`src/rtl/scan_cfg_loader_if.sv`:
```
// Host byte-stream channel into scan_cfg_loader.
// A byte transfers on a rising clk edge where in_valid and in_ready are both high;
// the host holds in_data/in_valid stable until that edge, and the loader never waits on in_valid to raise in_ready.
interface scan_cfg_loader_if;
  logic [7:0] in_data;
  logic       in_valid;
  logic       in_ready;

  modport master (output in_data, output in_valid, input in_ready);
  modport slave  (input in_data, input in_valid, output in_ready);
endinterface

```
`src/rtl/scan_cfg_loader.sv`:
```
// Loads config_module's scan chain from a host byte stream and holds the core in reset until the chain is full.
// Optional readback check of the loaded chain is built when SCAN_VERIFY_EN is defined.
module scan_cfg_loader #(
  parameter int CHAIN_BITS = 1144,
  parameter int SHIFT_DIV  = 1,
  parameter int CNT_BITS   = 11
) (
  input  logic             clk,
  input  logic             reset,
  input  logic             start,
  scan_cfg_loader_if.slave host,
  output logic             cfg_scan_reset,
  output logic             cfg_scan_en,
  output logic             cfg_scan_in,
  input  logic             cfg_scan_out,
  output logic             core_reset,
  output logic             busy,
  output logic             done,
  output logic             err,
  output logic [2:0]       dbg_state
);

  localparam int DIV_W = (SHIFT_DIV > 1) ? $clog2(SHIFT_DIV) : 1;
  localparam logic [DIV_W-1:0]    DIV_LAST = DIV_W'(SHIFT_DIV - 1);
  localparam logic [CNT_BITS-1:0] CNT_LAST = CNT_BITS'(CHAIN_BITS - 1);
  localparam logic                EN_FIRST = (SHIFT_DIV == 1);

  typedef enum logic [2:0] {
    S_IDLE      = 3'd0,
    S_CLEAR     = 3'd1,
    S_WAIT_BYTE = 3'd2,
    S_SHIFT     = 3'd3,
`ifdef SCAN_VERIFY_EN
    S_VERIFY    = 3'd4,
`endif
    S_FINISH    = 3'd5
  } state_t;

  state_t              state_q, state_d;
  logic [CNT_BITS-1:0] bit_cnt_q, bit_cnt_d;
  logic [DIV_W-1:0]    div_q, div_d;
  logic [2:0]          bit_idx_q, bit_idx_d;
  logic [7:0]          sbyte_q, sbyte_d;
  logic                in_ready_q, in_ready_d;
  logic                scan_reset_q, scan_reset_d;
  logic                scan_en_q, scan_en_d;
  logic                scan_in_q, scan_in_d;
  logic                core_reset_q, core_reset_d;
  logic                busy_q, busy_d;
  logic                done_q, done_d;

`ifdef SCAN_VERIFY_EN
  logic [7:0] crc_q, crc_d;
  logic [7:0] crc_v_q, crc_v_d;
  logic [7:0] crc_v_nx;
  logic       err_q, err_d;
  logic       mismatch;

  function automatic logic [7:0] crc8_step(input logic [7:0] c, input logic b);
    logic fb;
    fb = c[7] ^ b;
    return {c[6:0], 1'b0} ^ (fb ? 8'h07 : 8'h00);
  endfunction
`else
  logic unused_scan_out;
  assign unused_scan_out = cfg_scan_out;
`endif

  always_comb begin
    state_d      = state_q;
    bit_cnt_d    = bit_cnt_q;
    div_d        = div_q;
    bit_idx_d    = bit_idx_q;
    sbyte_d      = sbyte_q;
    in_ready_d   = in_ready_q;
    scan_reset_d = scan_reset_q;
    scan_en_d    = 1'b0;
    scan_in_d    = scan_in_q;
    core_reset_d = core_reset_q;
    busy_d       = busy_q;
    done_d       = 1'b0;
`ifdef SCAN_VERIFY_EN
    crc_d        = crc_q;
    crc_v_d      = crc_v_q;
    crc_v_nx     = crc8_step(crc_v_q, cfg_scan_out);
    err_d        = err_q;
    mismatch     = 1'b0;
`endif

    case (state_q)
      S_IDLE: begin
        if (start) begin
          state_d      = S_CLEAR;
          core_reset_d = 1'b1;
          busy_d       = 1'b1;
          scan_reset_d = 1'b1;
          div_d        = '0;
          bit_cnt_d    = '0;
`ifdef SCAN_VERIFY_EN
          err_d        = 1'b0;
          crc_d        = 8'h00;
`endif
        end
      end

      // div counter doubles as the two-cycle scan_reset timer
      S_CLEAR: begin
        if (div_q == DIV_W'(1)) begin
          state_d      = S_WAIT_BYTE;
          scan_reset_d = 1'b0;
          in_ready_d   = 1'b1;
          bit_cnt_d    = '0;
        end else begin
          div_d = div_q + 1'b1;
        end
      end

      S_WAIT_BYTE: begin
        if (host.in_valid && in_ready_q) begin
          state_d    = S_SHIFT;
          in_ready_d = 1'b0;
          sbyte_d    = host.in_data;
          scan_in_d  = host.in_data[0];
          bit_idx_d  = '0;
          div_d      = '0;
          scan_en_d  = EN_FIRST;
        end
      end

      S_SHIFT: begin
        if (scan_en_q) begin
          bit_cnt_d = bit_cnt_q + 1'b1;
`ifdef SCAN_VERIFY_EN
          crc_d     = crc8_step(crc_q, scan_in_q);
`endif
          if (bit_cnt_q == CNT_LAST) begin
`ifdef SCAN_VERIFY_EN
            state_d   = S_VERIFY;
            bit_cnt_d = '0;
            crc_v_d   = 8'h00;
            div_d     = '0;
            scan_en_d = EN_FIRST;
`else
            state_d      = S_FINISH;
            done_d       = 1'b1;
            core_reset_d = 1'b0;
`endif
          end else if (bit_idx_q == 3'd7) begin
            state_d    = S_WAIT_BYTE;
            in_ready_d = 1'b1;
          end else begin
            bit_idx_d = bit_idx_q + 1'b1;
            sbyte_d   = {1'b0, sbyte_q[7:1]};
            scan_in_d = sbyte_q[1];
            div_d     = '0;
            scan_en_d = EN_FIRST;
          end
        end else begin
          div_d     = div_q + 1'b1;
          scan_en_d = (DIV_W'(div_q + 1'b1) == DIV_LAST);
        end
      end

`ifdef SCAN_VERIFY_EN
      S_VERIFY: begin
        if (scan_en_q) begin
          crc_v_d   = crc_v_nx;
          bit_cnt_d = bit_cnt_q + 1'b1;
          if (bit_cnt_q == CNT_LAST) begin
            mismatch     = (crc_v_nx != crc_q);
            err_d        = err_q | mismatch;
            state_d      = S_FINISH;
            done_d       = 1'b1;
            core_reset_d = err_q | mismatch;
          end else begin
            div_d     = '0;
            scan_en_d = EN_FIRST;
          end
        end else begin
          div_d     = div_q + 1'b1;
          scan_en_d = (DIV_W'(div_q + 1'b1) == DIV_LAST);
        end
      end
`endif

      S_FINISH: begin
        state_d = S_IDLE;
        busy_d  = 1'b0;
      end

      default: state_d = S_IDLE;
    endcase
  end

  always_ff @(posedge clk or negedge reset) begin
    if (!reset) begin
      state_q      <= S_IDLE;
      bit_cnt_q    <= '0;
      div_q        <= '0;
      bit_idx_q    <= '0;
      sbyte_q      <= '0;
      in_ready_q   <= 1'b0;
      scan_reset_q <= 1'b0;
      scan_en_q    <= 1'b0;
      scan_in_q    <= 1'b0;
      core_reset_q <= 1'b1;
      busy_q       <= 1'b0;
      done_q       <= 1'b0;
`ifdef SCAN_VERIFY_EN
      crc_q        <= 8'h00;
      crc_v_q      <= 8'h00;
      err_q        <= 1'b0;
`endif
    end else begin
      state_q      <= state_d;
      bit_cnt_q    <= bit_cnt_d;
      div_q        <= div_d;
      bit_idx_q    <= bit_idx_d;
      sbyte_q      <= sbyte_d;
      in_ready_q   <= in_ready_d;
      scan_reset_q <= scan_reset_d;
      scan_en_q    <= scan_en_d;
      scan_in_q    <= scan_in_d;
      core_reset_q <= core_reset_d;
      busy_q       <= busy_d;
      done_q       <= done_d;
`ifdef SCAN_VERIFY_EN
      crc_q        <= crc_d;
      crc_v_q      <= crc_v_d;
      err_q        <= err_d;
`endif
    end
  end

  assign host.in_ready  = in_ready_q;
  assign cfg_scan_reset = scan_reset_q;
  assign cfg_scan_en    = scan_en_q;
  assign core_reset     = core_reset_q;
  assign busy           = busy_q;
  assign done           = done_q;
  assign dbg_state      = state_q;

`ifdef SCAN_VERIFY_EN
  // Recirculation must present the chain's current tail at the strobe, so scan_in bypasses its flop here.
  assign cfg_scan_in = (state_q == S_VERIFY) ? cfg_scan_out : scan_in_q;
  assign err         = err_q;
`else
  assign cfg_scan_in = scan_in_q;
  assign err         = 1'b0;
`endif

endmodule

```
`src/flat_wrapper.sv`:
```
// flat-port wrapper written by rule: the top's interface ports become plain ports
module scan_cfg_loader_flat 
#(
  parameter int CHAIN_BITS = 1144,
  parameter int SHIFT_DIV  = 1,
  parameter int CNT_BITS   = 11
)
  (clk, reset, start, cfg_scan_reset, cfg_scan_en, cfg_scan_in, cfg_scan_out, core_reset, busy, done, err, dbg_state, host_in_data, host_in_valid, host_in_ready);
  scan_cfg_loader_if host_i ();
  input  logic clk;
  input  logic reset;
  input  logic start;
  output logic cfg_scan_reset;
  output logic cfg_scan_en;
  output logic cfg_scan_in;
  input  logic cfg_scan_out;
  output logic core_reset;
  output logic busy;
  output logic done;
  output logic err;
  output logic [2:0] dbg_state;
  input wire logic [$bits(host_i.in_data)-1:0] host_in_data;
  input wire logic [$bits(host_i.in_valid)-1:0] host_in_valid;
  output wire logic [$bits(host_i.in_ready)-1:0] host_in_ready;
  assign host_i.in_data = host_in_data;
  assign host_i.in_valid = host_in_valid;
  assign host_in_ready = host_i.in_ready;
  scan_cfg_loader #(.CHAIN_BITS(CHAIN_BITS), .SHIFT_DIV(SHIFT_DIV), .CNT_BITS(CNT_BITS)) u_core (.clk(clk), .reset(reset), .start(start), .host(host_i), .cfg_scan_reset(cfg_scan_reset), .cfg_scan_en(cfg_scan_en), .cfg_scan_in(cfg_scan_in), .cfg_scan_out(cfg_scan_out), .core_reset(core_reset), .busy(busy), .done(done), .err(err), .dbg_state(dbg_state));
endmodule
```
`config.mk`:
```
export PLATFORM = sky130hd
export DESIGN_NAME = scan_cfg_loader_flat
export DESIGN_NICKNAME = d
export VERILOG_FILES = /design/src/rtl/scan_cfg_loader_if.sv /design/src/rtl/scan_cfg_loader.sv /design/src/flat_wrapper.sv
export SDC_FILE = /design/constraint.sdc
export NUM_CORES = 1
export LEC_CHECK = 0
export ABC_AREA = 1
export ABC_CLOCK_PERIOD_IN_PS = 1700
export BUFFER_PORTS_ARGS = -buffer_cell sky130_fd_sc_hd__buf_4
export CELL_PAD_IN_SITES_DETAIL_PLACEMENT = 1
export CELL_PAD_IN_SITES_GLOBAL_PLACEMENT = 2
export CORE_MARGIN = 3
export CORE_UTILIZATION = 30
export CTS_CLUSTER_DIAMETER = 60
export DETAILED_ROUTE_END_ITERATION = 7
export PLACE_DENSITY = 0.71
export SYNTH_ARGS = -nofsm -noshare
export SYNTH_HDL_FRONTEND = slang
export SYNTH_SLANG_ARGS = --single-unit
```
`constraint.sdc`:
```
create_clock -name clk -period 1.7 [get_ports clk]
set_clock_uncertainty 0.2 [all_clocks]
set_input_delay 0.34 -clock clk [delete_from_list [all_inputs] [get_ports clk]]
set_output_delay 0.34 -clock clk [all_outputs]
set_load 0.02 [all_outputs]
```
==> results of run 1 <==
## Yosys cell counts
master,number,area (um^2)
conb_1,1,3.75
nor2_2,2,12.5
o21a_1,1,7.51
dfrtp_1,31,776
nand4_1,9,56.3
ha_1,3,37.5
o21ai_2,2,17.5
buf_4,2,15.0
o21ai_0,7,35.0
nand3_1,25,125
inv_1,16,60.1
nor3_1,4,20.0
dfstp_2,1,26.3
buf_2,5,25.0
nand2_1,77,289
buf_12,1,20.0
a32oi_1,1,8.76
a21oi_1,7,35.0
nand2_4,3,33.8
o31ai_1,1,7.51
buf_6,2,22.5
nand3b_1,4,30.0
nand2_2,15,93.8
nor2_8,1,20.0
nor2_1,21,78.8
nor2_4,1,11.3
o21ai_1,6,30.0
nand3_2,2,20.0
inv_2,5,18.8
## through the flow
stage | power (mW) | TNS (ns) | instance area [um^2] | util, %
global placement | 3.38 | 0 | 2330 | 38.3
global route | 4.86 | -0.177 | 2630 | 43.2
CTS | 4.09 | 0 | 2450 | 40.2
floorplan | 2.70 | 0 | 1940 | -
finish | 4.46 | 0 | 2630 | 43.2
detailed placement | 3.42 | -0.0120 | 2330 | 38.3
## how the worst min path moves through the flow
stage / start / cells after the start / end
floorplan: reset / 0 / u_core.bit_cnt_q[0]
global placement: reset / 1 / u_core.bit_cnt_q[9]
detailed placement: reset / 1 / u_core.bit_cnt_q[9]
CTS: start / 3 / u_core.cfg_scan_reset
global route: start / 3 / u_core.cfg_scan_reset
finish: start / 3 / u_core.cfg_scan_reset
## logic make-up (layout without fill, tap and decap cells)
family	Yosys count	count (layout)
buffers and inverters	31	89
flip-flops	32	32
other	1	1
adder cells (fa/ha/maj)	3	3
AND/OR/NAND/NOR	164	166
AO/OA/AOI/OAI	25	25
## registers in the layout, summed over array words and instances, names as in the netlist, 3 cells and up
register          flops
u_core.bit_cnt_q     11
u_core.sbyte_q        8
u_core.bit_idx_q      3
u_core.dbg_state      3
## what timing repair did
item,CTS,global route
resized for setup,5,26
pin swaps,2,14
hold buffers,1,0
cloned,0,2
setup endpoints to repair,11,27
hold endpoints to repair,31,0
setup buffers,1,7
## layer usage
layer,share of wire [%],vias up
met3,2.2,5
li1,-,946
met1,50,904
met4,0.97,0
met2,47,21
met5,0,-
## area by class of cell
type	instances	area, um^2	area share [%]
well taps	75	93.8	3.57
clock buffers	8	90.1	3.42
inverters	21	86.3	3.28
repair buffers	60	464	17.6
flip-flops and latches	32	806	30.6
multi-input cells	195	1090	41.5
## tightest hold or removal path, cell delays in order
cell and delay (ns):
buf_4 0.08, nand2_1 0.07, nand2_1 0.07
## power groups by stage
stage	combinational, mW	sequential (mW)	clock [mW]
final	2.66	1.19	0.614
after global routing	2.96	1.22	0.680
after CTS	2.27	1.18	0.636
after detailed placement	2.23	1.19	0
after global placement	2.21	1.18	0
after floorplan	1.46	1.24	0
==> impl_metrics.tcl, run 1 <==
set metrics [dict create \
    outcome "finished clean" \
    path_depth 7 \
    cts_made_buffers 5 \
    netSwitchingFraction_pct 45.5 \
    place_hpwl_um 3980 \
    power_frac_clock_pct 13.8 \
    worstSetupPathType "register to register" \
    final_nets 331 \
    core.rowCount 28 \
    grtUsageMet2_pct 25.2 \
    hp-class "input pin to register" \
    synth-compound-area-share_pct 7.30 \
    drc 0 \
    mostFrequentLayoutCell "nand2_1" \
    first_iter_violations 80 \
    synthCells 256 \
    grt_pass1_vias 1908 \
    dpl_worst_slack_ns -0.0119 \
    crit_top_cell "nand2_2" \
    die_area_um2 7460 \
    required_ns 1.67 \
    reg2reg_from "u_core.dbg_state[2]" \
    area_growth_pct 35.9 \
    wire_per_inst_um 14.5 \
    power_density_nw_per_um2 1690 \
    via_per_inst 4.80 \
    drive_above_1_share_pct 36.7 \
    cts_tree "done" \
    stdcell_count 391 \
    crit_path_end_kind "register" \
    grt_use_met1_pct 21.3 \
    arrival_ns 1.63 \
    grt_max_degree 33 \
    die_y_um 86.4 \
    p_sw_mw 2.03 \
    syn_area_um2 1940 \
    drv_slew 0 \
    muxShareOfSynthArea_pct 0 \
    cap_viol_max_count 0 \
    ir_drop_uv 766 \
    use_met3_pct 2.85 \
    cts_root_buf "clkbuf_8" \
    cp_slowest_cell "dfrtp_2" \
    setup_ws_ns 0.0395 \
    start_util_pct 31.8 \
    grt.total_usage_pct 15.6 \
    setup.worst_path.end "u_core.sbyte_q[6]" \
    pwr-share-seq_pct 26.6 \
    synth_seq_area_share_pct 41.4 \
    comb_power_share_pct 59.6 \
    fin_crit_sh_pct 97.7 \
    path_cells "buf_6 -> nor2_4 -> nand4_1 -> o21ai_4 -> nand2_4 -> nand2_2 -> nand2_2" \
    critical_path_buf_inv_count 1 \
    busiest_layer "met2" \
    ys_types 29 \
    dr.pass1.iters 4 \
    fin_crit_ns 1.66 \
    rsz0062_at_grt "true" \
    ys_seq_elements 32 \
    synthSimpleGateAreaFrac_pct 40.8 \
    numClockSinks 32 \
    synth_xor_area_share_pct 0 \
    setup_viol_count_final 0 \
    fill_cells 761 \
    grt_pass1_wl_um 9200 \
    clkTransAtPathRegs_ns 0.07 \
    synth_top_family_by_area "simple AND/OR/NAND/NOR gates" \
    r2r-end "u_core.sbyte_q[6]" \
    synthesis.nets 272 \
    p_leak_nw 1.31 \
    clock_latency_ns 0.28 \
    dp.cells 372 \
    final_cell_mix "73 x nand2_1, 56 x buf_4, 28 x dfrtp_1" \
    place_congestion 0.778 \
    yosys_warnings 0 \
    wl_um 5670 \
    synthAdderAreaFrac_pct 1.94 \
    cp_top_family "simple AND/OR/NAND/NOR gates" \
    worst-r2r-cell-count 7 \
    start_kind "register" \
    die_w_um 86.4 \
    crit_start "u_core.dbg_state[2]" \
    hold_ws_ns 0.116 \
    coreArea_um2 6100 \
    diodes 0 \
    crit_path_max_incr_delay_ns 0.45 \
    clock_path_buffers 2 \
    internal-power_mw 2.43 \
    postRouteAntennaNets 0 \
    ff2ff_setup_slack_ns 0.04 \
    port_buffers 21 \
    vias 1876 \
    hold_violations 0 \
    clock.fmax_mhz 602 \
    htreeDepth 2 \
    path_max_fanout 6 \
    antenna_found_initial 0 \
    postSynthAreaPerCell_um2 7.57 \
    ios 24 \
    grt.overflow.total 0 \
]
(Power assumes the default switching activity.)
==> run 2: changes to the inputs <==
ABC_AREA = default   (was 1)
CORE_UTILIZATION = 32   (was 30)
TNS_END_PERCENT = 10   (was default)
==> run 2 against run 1 <==
Net effect: the flow now finishes with violations (setup timing); count of clock-buffer cells in the layout unchanged; global-route usage up 2.9 points; combinational power down 26%; synthesized area down 8.6%; non-clock buffer count up 14; hold slack better by 0.017 ns; synthesized cell count down 27%; sequential share of layout area down 0.36 points; cell area up 1.0%; clock power about the same; critical endpoint is now u_core.sbyte_q[0]; largest cell class unchanged; largest power group unchanged.
==> impl_metrics.tcl, run 2 <==
set metrics [dict create \
    port_buffers 21 \
    grt.overflow.total 0 \
    maxUsedRoutingLayer "met4" \
    drive_above_1_share_pct 46.3 \
    hold_violations 0 \
    clock_path_buffers 2 \
    ios 24 \
    synth_top_cells_by_area "dfrtp_1 44%, nand2_1 7.2%, mux2_2 5.1%" \
    grt.total_usage_pct 18.5 \
    largestRegisters "u_core.bit_cnt_q (11), u_core.sbyte_q (8)" \
    grt_pass1_wl_um 9200 \
    wl_met3_um 141 \
    clkTransAtPathRegs_ns 0.07 \
    wl_met1_um 2400 \
    largest-register "u_core.bit_cnt_q" \
    ys.flop_type "dfrtp_1" \
    final_cell_mix "61 x buf_4, 34 x nand2_1, 29 x dfrtp_1" \
    drc 0 \
    synth_top_area_share_pct 43.8 \
    clock.fmax_mhz 520 \
    place_congestion 0.901 \
    mostFrequentLayoutCell "buf_4" \
    p_leak_nw 1.27 \
    fin_crit_ns 1.92 \
    synth_edf_count 0 \
    ys_types 48 \
    die_y_um 80.4 \
    start_kind "register" \
    yosys_warnings 0 \
    cts_root_buf "clkbuf_8" \
    ir_drop_uv 572 \
    rsz0062_at_grt "true" \
    place_hpwl_um 3880 \
    grt_max_degree 33 \
    synth_seq_area_share_pct 45.3 \
    via_per_inst 5.26 \
    path_cells "ha_4 -> nand4bb_1 -> nor3_4 -> o31ai_4 -> buf_12 -> mux2_4" \
    synthMostInstantiatedCell "nand2_1" \
    cts_tree "done" \
    outcome "complete, but fails checks" \
    final_nets 272 \
    fin_setup_tns_ns -3.63 \
    synthArstFlopShare_pct 100 \
    vias 1720 \
    failed_checks "setup timing" \
    antenna_found_initial 0 \
    wl_um 5640 \
    ys_seq_elements 32 \
    wl_met2_um 3000 \
    syn_area_um2 1770 \
    area_growth_pct 50.2 \
    path_max_fanout 8 \
    postSynthAreaPerCell_um2 9.52 \
    critical_path_buf_inv_count 1 \
    power_density_nw_per_um2 1400 \
    setup_ws_ns -0.224 \
    htreeDepth 2 \
    die_area_um2 6460 \
    clock_latency_ns 0.29 \
    numClockSinks 32 \
    cp_top_family "flip-flops" \
    worstSetupPathType "register to register" \
    cap_viol_max_count 0 \
    fin_crit_sh_pct 113 \
    dp.cells 311 \
    max-slew-margin-rel_pct 65.4 \
    cp_slowest_cell "dfrtp_1" \
    ys_top_cells_by_count "34 x nand2_1, 31 x dfrtp_1, 14 x o21ai_0" \
    required_ns 1.67 \
    cts_made_buffers 5 \
    crit_path_end_kind "register" \
    synth_largest_area_cell "dfrtp_1" \
    diodes 0 \
    crit_path_max_incr_delay_ns 0.42 \
    coreArea_um2 5240 \
    first_iter_violations 34 \
    stdcell_count 327 \
    grt_pass1_vias 1886 \
    die_w_um 80.4 \
    largest_reg_flops 11 \
    dr.pass1.iters 4 \
    hp-class "input pin to register" \
    wire_per_inst_um 17.2 \
    drv_slew 0 \
    arrival_ns 1.89 \
    setup_viol_count_final 28 \
    synthCells 186 \
    worst_pin_slew_ns 0.518 \
    start_util_pct 33.8 \
    core.rowCount 26 \
    postRouteAntennaNets 0 \
    synthesis.nets 202 \
]
run 2: cell count changes after synthesis, moves of 3 or more:
cell,before,now
inv_1,16,6
inv_2,5,0
mux2_2,0,8
nand2_1,77,34
nand2_2,15,0
nand3_1,25,6
nand3b_1,4,1
nand4_1,9,4
nor2_1,21,7
o21ai_0,7,14
o21ai_1,6,1
o31ai_1,1,6
o41ai_1,0,5
or4_1,0,3
run 2: worst register-to-register path: stages, from the launching register on:
cell,delay (ns)
dfrtp_1,0.42
ha_4,0.18
nand4bb_1,0.17
nor3_4,0.08
o31ai_4,0.28
buf_12,0.17
mux2_4,0.31
run 2: worst paths after layout:
check | depth (start not counted) | slack, ns | from | endpoint
max | 6 | -0.22 | u_core.bit_cnt_q[0] | u_core.sbyte_q[0]
min | 3 | 0.13 | host_in_data[7] | u_core.sbyte_q[7]
max reg2reg | 6 | -0.22 | u_core.bit_cnt_q[0] | u_core.sbyte_q[0]
min reg2reg | 2 | 0.29 | u_core.core_reset | u_core.core_reset
max in group asynchronous | 2 | 0.63 | reset | u_core.core_reset
min in group asynchronous | 2 | 0.34 | reset | u_core.dbg_state[0]
run 2: cell type report:
| class | count | area [um^2] |
|---|---|---|
| repair buffers | 74 | 616 |
| inverters | 6 | 22.5 |
| well taps | 70 | 87.6 |
| multi-input cells | 137 | 1040 |
| fillers | 615 | 2580 |
| flip-flops and latches | 32 | 805 |
| clock buffers | 8 | 90.1 |
run 2: cells by family (layout without fill, tap and decap cells):
| group | after synthesis | after routing | share of synthesized area [%] |
|---|---|---|---|
| buf+inv | 17 | 88 | 4.52 |
| mux | 11 | 11 | 7.07 |
| flops | 32 | 32 | 45.3 |
| compound gates | 48 | 48 | 18.4 |
| simple gates | 74 | 74 | 22.3 |
| other cells | 1 | 1 | 0.212 |
| fa+ha+maj | 3 | 3 | 2.12 |
run 2: what timing repair did:
action	4_1_cts	5_1_grt
gates cloned	0	0
endpoints found under the setup margin	30	31
hold buffers	1	0
pin swaps	10	5
gates resized for setup	29	23
endpoints found under the hold margin	31	0
buffers inserted	3	4
run 2: stage by stage:
step	power, mW	instance area [um^2]	hold WS (ns)	util (%)	worst slack (ns)
after floorplan	2.02	1780	-0.156	-	-0.263
after global placement	2.66	2310	0.105	44.1	-0.216
after detailed placement	2.78	2310	0.112	44.1	-0.282
after CTS	3.59	2530	0.121	48.2	-0.236
after global routing	3.99	2660	0.134	50.8	-0.266
final	3.73	2660	0.133	50.8	-0.224
run 2: layer usage:
layer / GRT usage (%) / vias to the layer above
li1: - / 814
met1: 22.0 / 874
met2: 32.7 / 22
met3: 3.03 / 10
met4: 7.77 / 0
met5: 0 / -
run 2: power breakdown:
| group | internal [mW] | switching [mW] | total [mW] | leakage [nW] |
|---|---|---|---|---|
| logic | 0.993 | 0.987 | 1.98 | 0.821 |
| clock network | 0.330 | 0.286 | 0.616 | 0.0455 |
| registers | 0.971 | 0.165 | 1.14 | 0.402 |
| total | 2.29 | 1.44 | 3.73 | 1.27 |
==> run 3: changes to the inputs <==
ABC_AREA = 1   (was default)
CORE_UTILIZATION = 30   (was 32)
==> run 3 against run 2 <==
Net effect: the run now ends clean; combinational power up 31%; clock power up 3.9%; via count up 6.1%; sequential power up 5%; sequential share of layout area grew 0.66 points; hold slack got worse by 0.0029 ns; setup slack improved by 0.25 ns; first-iteration DRC count increased by 47%; cell area down 1.8%; total power grew 19%.
==> impl_metrics.tcl, run 3 (synthesized netlist as in run 1, its figures left out) <==
set metrics [dict create \
    outcome "finished clean" \
    clkTransAtPathRegs_ns 0.07 \
    rsz0062_at_grt "true" \
    die_y_um 86.4 \
    die_area_um2 7460 \
    crit_path_end_kind "register" \
    first_iter_violations 50 \
    dpl_worst_slack_ns -0.0141 \
    whs_path_depth 3 \
    place_hpwl_um 3870 \
    antenna_found_initial 0 \
    largest_reg_flops 11 \
    hold_violations 0 \
    final_cell_mix "72 x nand2_1, 46 x buf_4, 27 x dfrtp_1" \
    clock_path_buffers 2 \
    fill_cells 760 \
    required_ns 1.67 \
    arrival_ns 1.65 \
    htreeDepth 2 \
    hp-class "input pin to register" \
    power_frac_clock_pct 14.4 \
    core.rowCount 28 \
    path_max_fanout 8 \
    wire_per_inst_um 13.9 \
    ios 24 \
    cts_root_buf "clkbuf_8" \
    comb_power_share_pct 58.5 \
    largestRegisters "u_core.bit_cnt_q (11), u_core.sbyte_q (8)" \
    p_sw_mw 1.97 \
    via_per_inst 4.77 \
    start_util_pct 31.8 \
    cts_made_buffers 5 \
    die_w_um 86.4 \
    grt_pass1_wl_um 8650 \
    regArea_um2 807 \
    numClockSinks 32 \
    dr.pass1.iters 5 \
    cap_viol_max_count 0 \
    setup_viol_count_final 0 \
    min-delay-start "start" \
    clock.fmax_mhz 597 \
    crit_path_max_incr_delay_ns 0.49 \
    ff2ff_setup_slack_ns 0.02 \
    place_congestion 0.770 \
    p_leak_nw 1.28 \
    grt_max_degree 33 \
    vias 1825 \
    multi_input_area_um2 1070 \
    start_kind "register" \
    final_nets 324 \
    pwr-share-seq_pct 27.1 \
    worstSetupPathType "register to register" \
    postRouteAntennaNets 0 \
    drive_above_1_share_pct 36.0 \
    wl_um 5330 \
    mostFrequentLayoutCell "nand2_1" \
    coreArea_um2 6100 \
    path_cells "buf_6 -> inv_1 -> nand4_1 -> o21ai_4 -> nand2_4 -> nand2_2 -> nand2_1" \
    port_buffers 21 \
    grt.overflow.total 0 \
    reg2reg_from "u_core.dbg_state[0]" \
    power_density_nw_per_um2 1700 \
    r2r-end "u_core.sbyte_q[2]" \
    drv_slew 0 \
    setup_ws_ns 0.0250 \
    grt_pass1_vias 1782 \
    fin_crit_ns 1.68 \
    hold_ws_ns 0.130 \
    area_growth_pct 34.8 \
    worst-r2r-cell-count 7 \
    finish.utilization_pct 42.8 \
    drc 0 \
    ir_drop_uv 1030 \
    fin_crit_sh_pct 98.5 \
    cp_slowest_cell "dfrtp_2" \
    grt.total_usage_pct 14.8 \
    clock_latency_ns 0.28 \
    netSwitchingFraction_pct 44.4 \
    hold_path_end "u_core.core_reset" \
    diodes 0 \
    cts_tree "done" \
    internal-power_mw 2.46 \
    largest-register "u_core.bit_cnt_q" \
]
[run 3: cell types whose count changed in the layout (fill, tap and decap cells not counted), moves of 5 or more]
| cell | delta |
|---|---|
| nor2_1 | +11 |
| buf_4 | -15 |
| nand2_2 | +19 |
| nand2_1 | +38 |
| inv_1 | +10 |
| buf_6 | -6 |
| nand4_1 | +5 |
| mux2_4 | -7 |
| nand3_1 | +18 |
[run 3: area by class of cell]
class / count / area share [%]
inverters: 21 / 3.21
well taps: 75 / 3.60
flip-flops and latches: 32 / 30.9
repair buffers: 54 / 17.6
multi-input cells: 194 / 40.9
clock buffers: 7 / 3.69
[run 3: power by group through the flow]
stage / registers (mW) / clock network (mW) / logic (mW)
2_1_floorplan: 1.24 / 0 / 1.46
3_3_place_gp: 1.18 / 0 / 2.22
3_5_place_dp: 1.19 / 0 / 2.26
4_1_cts: 1.18 / 0.665 / 2.32
5_1_grt: 1.24 / 0.694 / 2.89
6_report: 1.20 / 0.640 / 2.59
[run 3: critical path: cells and delay by family (launching register included)]
| kind | cells | cell delay (ns) |
|---|---|---|
| AO/OA/AOI/OAI | 1 | 0.19 |
| buffers and inverters | 2 | 0.20 |
| flip-flops | 1 | 0.49 |
| AND/OR/NAND/NOR | 4 | 0.47 |
[run 3: timing repair]
item | in CTS | in global routing
pin swaps | 1 | 15
setup endpoints to repair | 15 | 28
endpoints found under the hold margin | 31 | 0
buffers inserted | 0 | 4
hold buffers | 1 | 0
resized for setup | 5 | 31
gates cloned | 1 | 1
[run 3: worst max-delay path by stage]
stage,from,endpoint,slack (ns),cells past startpoint
final,u_core.dbg_state[0],u_core.sbyte_q[2],0.02,7
after global routing,u_core.dbg_state[1],u_core.sbyte_q[2],-0.05,7
after CTS,u_core.bit_idx_q[0],u_core.dbg_state[1],0.008,7
after detailed placement,u_core.dbg_state[0],u_core.bit_cnt_q[4],-0.01,8
after global placement,u_core.dbg_state[2],u_core.dbg_state[1],0.01,8
after floorplan,u_core.bit_cnt_q[0],u_core.bit_idx_q[1],-0.01,9
[run 3: layer usage]
layer	vias up	GRT usage, %	part of all wire (%)
met5	-	0	0
met4	0	3.82	1.0
met3	4	2.85	1.9
met2	14	24.1	49
met1	867	20.1	48
li1	940	-	-
[run 3: through the flow]
step | cell area, um^2 | TNS, ns | std cells | power, mW
3_5_place_dp | 2320 | -0.0158 | 369 | 3.44
3_3_place_gp | 2320 | 0 | 369 | 3.39
5_1_grt | 2610 | -0.314 | 383 | 4.82
6_report | 2610 | 0 | 383 | 4.43
4_1_cts | 2450 | 0 | 378 | 4.16
2_1_floorplan | 1940 | -0.0330 | 256 | 2.70
